### src/rtl/program_loader.sv
// program_loader: packs a byte stream into 16-bit words, writes them to imem, then starts the cpu
module program_loader #(
  parameter int MAX_WORDS = 128,
  parameter int ADDR_W    = 16
) (
  input  logic              clk,
  input  logic              rst,
  input  logic              go,
  input  logic [7:0]        in_data,
  input  logic              in_valid,
  output logic              in_ready,
  output logic              imem_we,
  output logic [ADDR_W-1:0] imem_addr,
  output logic [15:0]       imem_wdata,
  output logic              cpu_start,
  input  logic              cpu_done,
  output logic              busy,
  output logic              done,
  output logic              error
);
  localparam int IW = $clog2(MAX_WORDS);
  typedef enum logic [3:0] {IDLE, HDR_HI, HDR_LO, DAT_HI, DAT_LO, START, RUN, DONE, ERR} state_t;
  state_t            state_q, state_d;
  logic [7:0]        hi_q, hi_d;
  logic [15:0]       n_q, n_d;
  logic [IW-1:0]     idx_q, idx_d;
  logic              we_q, we_d;
  logic [ADDR_W-1:0] addr_q, addr_d;
  logic [15:0]       wdata_q, wdata_d;
  logic              start_q, start_d;
  logic              xfer;
  logic [15:0]       hdr;
  assign in_ready   = state_q inside {HDR_HI, HDR_LO, DAT_HI, DAT_LO};
  assign busy       = !(state_q inside {IDLE, DONE, ERR});
  assign done       = state_q == DONE;
  assign error      = state_q == ERR;
  assign imem_we    = we_q;
  assign imem_addr  = addr_q;
  assign imem_wdata = wdata_q;
  assign cpu_start  = start_q;
  assign xfer       = in_valid & in_ready;
  assign hdr        = {hi_q, in_data};
  // State register and write/start strobes; reset aborts everything at once
  always_ff @(posedge clk or posedge rst) begin
    if (rst) begin
      state_q <= IDLE;
      hi_q    <= '0;
      n_q     <= '0;
      idx_q   <= '0;
      we_q    <= 1'b0;
      addr_q  <= '0;
      wdata_q <= '0;
      start_q <= 1'b0;
    end else begin
      state_q <= state_d;
      hi_q    <= hi_d;
      n_q     <= n_d;
      idx_q   <= idx_d;
      we_q    <= we_d;
      addr_q  <= addr_d;
      wdata_q <= wdata_d;
      start_q <= start_d;
    end
  end
  // Next state: header check, byte pairing, one-cycle-late write and start pulse
  always_comb begin
    state_d = state_q;
    hi_d    = hi_q;
    n_d     = n_q;
    idx_d   = idx_q;
    we_d    = 1'b0;
    addr_d  = addr_q;
    wdata_d = wdata_q;
    start_d = state_q == START;
    case (state_q)
      IDLE, DONE, ERR: state_d = go ? HDR_HI : state_q;
      HDR_HI, DAT_HI: if (xfer) begin
        hi_d    = in_data;
        state_d = state_q == HDR_HI ? HDR_LO : DAT_LO;
      end
      HDR_LO: if (xfer) begin
        n_d     = hdr;
        idx_d   = '0;
        state_d = (hdr == 16'd0 || hdr > 16'(MAX_WORDS)) ? ERR : DAT_HI;
      end
      DAT_LO: if (xfer) begin
        we_d    = 1'b1;
        addr_d  = ADDR_W'({idx_q, 1'b0});
        wdata_d = hdr;
        if (16'(idx_q) + 16'd1 == n_q) state_d = START;
        else begin
          idx_d   = idx_q + IW'(1);
          state_d = DAT_HI;
        end
      end
      START:   state_d = RUN;
      RUN:     state_d = cpu_done ? DONE : RUN;
      default: state_d = IDLE;
    endcase
  end
endmodule

### config.mk
export PLATFORM = sky130hd
export DESIGN_NAME = program_loader
export DESIGN_NICKNAME = d
export VERILOG_FILES = /design/src/rtl/program_loader.sv
export SDC_FILE = /design/constraint.sdc
export NUM_CORES = 1
export LEC_CHECK = 0
export BUFFER_PORTS_ARGS = -buffer_cell sky130_fd_sc_hd__buf_2
export CORE_ASPECT_RATIO = 0.5
export CORE_MARGIN = 5
export CORE_UTILIZATION = 35
export DETAILED_ROUTE_END_ITERATION = 7
export SLEW_MARGIN = 25
export SYNTH_ARGS = -nofsm -noshare
export SYNTH_HDL_FRONTEND = slang
export SYNTH_SLANG_ARGS = --single-unit
### constraint.sdc
create_clock -name clk -period 2.39 [get_ports clk]
set_clock_uncertainty 0.05 [all_clocks]
set_input_delay 0.3585 -clock clk [delete_from_list [all_inputs] [get_ports clk]]
set_output_delay 0.3585 -clock clk [all_outputs]
set_load 0.01 [all_outputs]
==> impl_metrics.env, run 1 <==
export IMPL_critPathCaptureType="flop"
export IMPL_final_max_slew_viol_count=0
export IMPL_dp_hpwl_um=4130
export IMPL_fp_dieArea_um2=10000
export IMPL_status="finished, final reports clean"
export IMPL_p_leak_nw=1.60
export IMPL_ios=51
export IMPL_initial_core_util_pct=35.5
export IMPL_coreArea_um2=7890
export IMPL_syn_to_final_growth_pct=20.6
export IMPL_max_clock_path_buffers=2
export IMPL_die_w_um=137
export IMPL_cp_required_ns=2.59
export IMPL_wl_met1_um=2820
export IMPL_cts_clk_slew_worst_paths_ns=0.05
export IMPL_final_setup_viol_count=0
export IMPL_worstSetupPathType="flop to flop"
export IMPL_clock_sinks=60
export IMPL_wl_per_cell_um=13.7
export IMPL_start_kind="flop"
export IMPL_yosys_area_share_simple_pct=15.8
export IMPL_synth_area_um2=2800
export IMPL_pwr_share_seq_pct=41.3
export IMPL_critPathMaxStageDelay_ns=0.43
export IMPL_synthXorXnorAreaFrac_pct=4.29
export IMPL_maxCapViolCount=0
export IMPL_p_sw_mw=1.40
export IMPL_finalCritPeriodShare_pct=94.8
export IMPL_fin_area_um2=3380
export IMPL_syn_inst=259
export IMPL_swShare_pct=33.6
export IMPL_cts_tree="yes"
export IMPL_ys_flop_type="dfrtp_1"
export IMPL_numCtsBuffers=9
export IMPL_gp_congestion=0.817
export IMPL_dr_wl_met2_um=2550
export IMPL_worst_slew_pin_slew_ns=0.769
export IMPL_placed_cell_area_um2=3110
export IMPL_ant_nets=0
export IMPL_nFillCells=760
export IMPL_ys_types=44
export IMPL_antenna_found_initial=0
export IMPL_vias_per_cell=4.78
export IMPL_combPwrFrac_pct=31.2
export IMPL_antenna_diode_count=0
export IMPL_final_setup_tns_ns=0
export IMPL_p_clk_share_pct=27.5
export IMPL_power_internal_mw=2.76
export IMPL_clock_latency_ns=0.32
export IMPL_grt_ovfl_total=0
export IMPL_synth_adder_area_share_pct=0.447
export IMPL_synth_compound_area_share_pct=7.37
export IMPL_async_flop_share_pct=100
export IMPL_std_cell_rows=23
export IMPL_htreeDepth=3
export IMPL_max_freq_mhz=441
export IMPL_root_buffer="clkbuf_16"
export IMPL_first_global_vias=1963
export IMPL_rsz0062_at_grt="no"
export IMPL_layout_drive_gt1_share_pct=32.1
export IMPL_routed_wl_um=5770
export IMPL_synth_top_family_by_area="simple AND/OR/NAND/NOR gates"
export IMPL_final_util_pct=42.8
export IMPL_nets=317
export IMPL_cts_setup_buffers=0
export IMPL_fin_crit_ns=2.27
export IMPL_grt_pass1_wl_um=9890
export IMPL_hold_path_class="primary input to asynchronous set/reset pin"
export IMPL_vias=2007
export IMPL_ir_drop_v=0.000462
export IMPL_drt_pass1_iter_count=4
export IMPL_path_cells="ha_2 > nand3_1 > or2_1 > xnor2_1 > a31o_2 > buf_4 > nor3_1 > mux2i_1"
export IMPL_slew_headroom_pct=48.8
export IMPL_cpMaxStageDelayCell="dfrtp_1"
export IMPL_cts_hold_buf=0
export IMPL_drt_iter0_drc=177
export IMPL_synth_seq_cells=60
export IMPL_maxUsedRoutingLayer="met4"
export IMPL_yosys_warnings=0
export IMPL_hold_violations=0
export IMPL_critPathMaxFanout=13
export IMPL_power_density_nw_per_um2=1230
export IMPL_drc=0
export IMPL_die_h_um=73.3
export IMPL_reg2reg_depth=8
export IMPL_muxShareOfSynthArea_pct=13.0
export IMPL_critPathArrivalTime_ns=2.46
export IMPL_grt_usage_pct=12.8
export IMPL_synth_avg_cell_area_um2=10.8
export IMPL_synth_edf_count=0
export IMPL_grt_max_degree=61
export IMPL_io_buffers=41
export IMPL_dr_wl_met3_um=306
export IMPL_synth_seq_area_share_pct=53.6
==> final cells by class <==
type	count	area (µm²)	share of cell area, %
Clock inverter	5	27.5	0.815
Timing Repair Buffer	46	255	7.56
Tap cell	112	140	4.15
Multi-Input combinational cell	178	1180	35.0
Clock buffer	11	243	7.19
Inverter	8	30.0	0.889
Sequential cell	60	1500	44.4
==> worst paths after layout <==
check	startpoint	to	slack (ns)
max	idx_q[1]$_DFFE_PP0P_	idx_q[5]$_DFFE_PP0P_	0.12
min	rst	imem_wdata[6]$_DFFE_PP0P_	0.19
max reg2reg	idx_q[1]$_DFFE_PP0P_	idx_q[5]$_DFFE_PP0P_	0.12
min reg2reg	n_q[15]$_DFFE_PP0P_	n_q[15]$_DFFE_PP0P_	0.42
max in group asynchronous	rst	idx_q[4]$_DFFE_PP0P_	1.58
min in group clk	in_data[0]	n_q[0]$_DFFE_PP0P_	0.24
==> cell families after synthesis <==
family	count (synthesis)
AO/OA/AOI/OAI	32
flip-flops	60
other	1
XOR/XNOR	12
AND/OR/NAND/NOR	92
adder cells (fa/ha/maj)	1
buffers and inverters	29
multiplexers	32
==> what timing repair did <==
item | CTS | global route
resized for setup | 0 | 1
endpoints found under the hold margin | 0 | 0
setup endpoints to repair | 0 | 1
==> critical path: cells and delay by family, from the launching register on <==
family | cells | cell delay [ns]
compound gates | 1 | 0.26
xor+xnor | 1 | 0.16
fa+ha+maj | 1 | 0.24
buf+inv | 1 | 0.17
flops | 1 | 0.43
mux | 1 | 0.21
simple gates | 3 | 0.68
==> Yosys cell counts (2+ instances only) <==
| master | instances | share of area, % |
|---|---|---|
| xor2_1 | 4 | 1.3 |
| a21oi_1 | 2 | 0.36 |
| nand3_2 | 2 | 0.71 |
| o21ai_0 | 13 | 2.3 |
| clkbuf_1 | 7 | 0.94 |
| nand3_1 | 6 | 1.1 |
| mux2_2 | 30 | 12 |
| nor3_1 | 7 | 1.3 |
| buf_2 | 3 | 0.54 |
| nor4_1 | 5 | 1.1 |
| a31oi_1 | 2 | 0.45 |
| o31ai_1 | 2 | 0.54 |
| nand2_1 | 54 | 7.2 |
| nor2_1 | 6 | 0.80 |
| o211ai_1 | 2 | 0.54 |
| inv_1 | 8 | 1.1 |
| and4_1 | 2 | 0.63 |
| xnor2_1 | 7 | 2.2 |
| buf_4 | 10 | 2.7 |
| nand4_1 | 3 | 0.67 |
| dfrtp_1 | 60 | 54 |
| o21a_1 | 2 | 0.54 |
==> through the flow <==
stage	total power, mW	setup WS (ns)	hold WS (ns)	std cells
5_1_grt	4.46	0.00982	0.236	420
3_3_place_gp	3.00	0.196	0.410	404
2_1_floorplan	2.61	0.209	0.396	267
4_1_cts	4.21	0.117	0.221	420
3_5_place_dp	3.04	0.126	0.413	404
6_report	4.16	0.124	0.193	420
==> flip-flops by register name (all words and copies together) (netlist names) <==
register / cells
imem_wdata: 16
n_q: 16
hi_q: 8
idx_q: 7
imem_addr: 7
state_q: 4
cpu_start: 1
imem_we: 1
==> routing by layer <==
layer / global-route usage, % / vias to the layer above
met4: 4.92 / 0
met3: 4.72 / 11
met2: 18.9 / 54
li1: - / 978
met5: 0 / -
met1: 17.3 / 964
==> cell usage in the layout (no fill, tap or decap), drive strengths merged, types with 2 or more instances in the layout <==
cell type,n
o31ai,2
nor4b,2
clkbuf,11
mux2,31
inv,8
o21ai,13
xor2,4
nor2,6
nor4,5
clkinv,4
o21a,2
a31oi,2
nand3,8
xnor2,7
nand2,54
buf,46
dfrtp,60
nand4,3
nor3,7
o211ai,2
and4,2
a21oi,2
conb,9
==> power groups by stage <==
stage               Combinational (mW)  Sequential [mW]  Clock [mW]
floorplan                        0.901             1.71           0
global placement                  1.28             1.72           0
detailed placement                1.31             1.73           0
CTS                               1.31             1.72        1.18
global route                      1.45             1.79        1.23
finish                            1.30             1.72        1.15
Power figures use the tool's default switching activity.
==> run 2, diff against run 1 <==
ABC_AREA = 1   (was unset)
CORE_MARGIN = unset   (was 5)
SETUP_SLACK_MARGIN = 0.15   (was unset)
==> run 2 against run 1 <==
  * First-iteration DRC count up 11%
  * Via count up 18%
  * Non-clock buffer count up 1
  * Critical path type unchanged
  * Largest cell class unchanged
==> impl_metrics.env, run 2 <==
export IMPL_synth_commonest_cells="nand2_1, dfrtp_1, o21ai_0"
export IMPL_initial_core_util_pct=37.7
export IMPL_ir_drop_v=0.000487
export IMPL_synth_avg_cell_area_um2=7.90
export IMPL_std_cell_rows=22
export IMPL_clock_latency_ns=0.33
export IMPL_critPathArrivalTime_ns=2.22
export IMPL_grt_max_degree=47
export IMPL_grt_pass1_wl_um=10700
export IMPL_yosysMostFrequentCell="nand2_1"
export IMPL_placed_cell_area_um2=3160
export IMPL_grt_ovfl_total=0
export IMPL_vias=2365
export IMPL_ant_nets=0
export IMPL_drc=0
export IMPL_maxCapViolCount=0
export IMPL_critPathMaxFanout=28
export IMPL_worst_slew_pin_slew_ns=0.575
export IMPL_cp_required_ns=2.59
export IMPL_ys_flop_type="dfrtp_1"
export IMPL_synth_top_area_share_pct=52.0
export IMPL_cts_clk_slew_worst_paths_ns=0.05
export IMPL_final_max_slew_viol_count=0
export IMPL_grt_usage_pct=17.1
export IMPL_nets=426
export IMPL_fin_crit_ns=2.02
export IMPL_final_setup_tns_ns=0
export IMPL_p_leak_nw=1.87
export IMPL_antenna_diode_count=0
export IMPL_gp_congestion=0.886
export IMPL_routed_wl_um=6420
export IMPL_power_density_nw_per_um2=1230
export IMPL_cts_tree="yes"
export IMPL_dp_cells=508
export IMPL_layout_drive_gt1_share_pct=19.2
export IMPL_status="finished, final reports clean"
export IMPL_synth_area_um2=2890
export IMPL_finalCritPeriodShare_pct=84.6
export IMPL_critPathCaptureType="flop"
export IMPL_first_global_vias=2219
export IMPL_htreeDepth=3
export IMPL_numCtsBuffers=9
export IMPL_hold_violations=0
export IMPL_layoutNonFillerInstCount=525
export IMPL_max_clock_path_buffers=2
export IMPL_clock_sinks=60
export IMPL_synthTopCellsByArea="dfrtp_1, nand2_1, o21ai_0, inv_1, nand3_1"
export IMPL_nFillCells=744
export IMPL_coreArea_um2=7650
export IMPL_io_buffers=41
export IMPL_wl_per_cell_um=12.2
export IMPL_yosys_warnings=0
export IMPL_final_common_cell="nand2_1"
export IMPL_dp_hpwl_um=4570
export IMPL_total_power_mw=4.35
export IMPL_synth_seq_area_share_pct=52.0
export IMPL_yosysTopAreaCell="dfrtp_1"
export IMPL_worstSetupPathType="flop to flop"
export IMPL_drt_iter0_drc=196
export IMPL_hold_path_class="primary input to flop"
export IMPL_final_setup_viol_count=0
export IMPL_ios=51
export IMPL_start_kind="flop"
export IMPL_ys_types=30
export IMPL_fin_area_um2=3530
export IMPL_synth_edf_count=0
export IMPL_max_freq_mhz=495
export IMPL_slew_headroom_pct=61.3
export IMPL_vias_per_cell=4.50
export IMPL_die_h_um=66.2
export IMPL_syn_inst=365
export IMPL_cts_setup_buffers=0
export IMPL_async_flop_share_pct=100
export IMPL_syn_to_final_growth_pct=22.5
export IMPL_rsz0062_at_grt="no"
export IMPL_root_buffer="clkbuf_16"
export IMPL_layout_common_cells="nand2_1, dfrtp_1, o21ai_0"
export IMPL_drt_pass1_iter_count=4
export IMPL_synth_seq_cells=60
export IMPL_die_w_um=130
export IMPL_antenna_found_initial=0
export IMPL_fp_dieArea_um2=8630
[run 2: changes by cell type in the layout (fill, tap and decap cells not counted), moves of 6 or more]
cell / change
inv_1: +40
inv_2: +6
mux2_2: -30
nand2_1: +59
nand3_1: +16
nor2_1: +10
nor3_1: -6
o21ai_0: +38
xnor2_1: -6
[run 2: cells by family (layout without fill, tap and decap cells)]
group	count (synthesis)	after routing	synth area share (%)
adder cells (fa/ha/maj)	1	1	0.434
other	1	9	0.130
flip-flops	60	60	52.0
AND/OR/NAND/NOR	170	170	24.8
XOR/XNOR	1	1	0.304
AO/OA/AOI/OAI	58	58	10.4
buffers and inverters	74	118	11.9
[run 2: report_power, final]
part / leakage [nW] / total (mW) / internal [mW] / switching, mW
combinational: 0.924 / 1.24 / 0.464 / 0.779
sequential: 0.787 / 1.60 / 1.36 / 0.234
clock: 0.163 / 1.51 / 1.02 / 0.484
total: 1.87 / 4.35 / 2.85 / 1.50
[run 2: path summary, 6_finish.rpt]
kind	startpoint	end	slack (ns)	cells past startpoint
max in group asynchronous	rst	hi_q[2]$_DFFE_PP0P_	1.12	4
min in group asynchronous	rst	imem_addr[2]$_DFFE_PP0P_	0.53	3
setup / recovery	state_q[0]$_DFFE_PP0P_	n_q[1]$_DFFE_PP0P_	0.37	10
setup reg to reg	state_q[0]$_DFFE_PP0P_	n_q[1]$_DFFE_PP0P_	0.37	10
hold / removal	cpu_done	state_q[0]$_DFFE_PP0P_	0.31	5
hold reg to reg	imem_addr[3]$_DFFE_PP0P_	imem_addr[3]$_DFFE_PP0P_	0.43	2
[run 2: final cells by class]
cell class	count	area, µm²	area share, %
clock inverter	7	123	3.47
clock buffer	9	225	6.37
inverter	55	206	5.84
sequential	60	1500	42.5
tap	108	135	3.82
multi-input combinational	239	1090	30.8
timing repair buffer	47	253	7.15
[run 2: routing by layer]
metal,part of all wire [%],vias up,GRT usage (%)
li1,-,1223,-
met1,54,1070,24.0
met2,39,70,22.7
met3,7.3,2,7.93
met4,0.62,0,5.46
met5,0,-,0
[run 2: critical path, stage by stage (launching register included)]
cell and delay [ns]:
dfrtp_1 0.47, nor2_2 0.13, inv_2 0.06, nor2_2 0.23, a21oi_1 0.11, o21ai_2 0.21
inv_2 0.10, nand2_4 0.24, buf_4 0.22, nand2_1 0.06, o21ai_0 0.07
[run 2: what timing repair did]
item / CTS / global route
endpoints found under the setup margin: 0 / 7
hold buffers: 1 / 0
endpoints found under the hold margin: 20 / 0
gates resized for setup: 0 / 5
[run 2: per-stage QoR]
step | hold WS (ns) | utilization, % | setup slack (ns)
floorplan | 0.403 | - | 0.497
global placement | 0.346 | 41.3 | 0.272
detailed placement | 0.352 | 41.3 | 0.261
CTS | 0.301 | 45.9 | 0.243
global route | 0.325 | 46.2 | 0.162
finish | 0.308 | 46.2 | 0.369
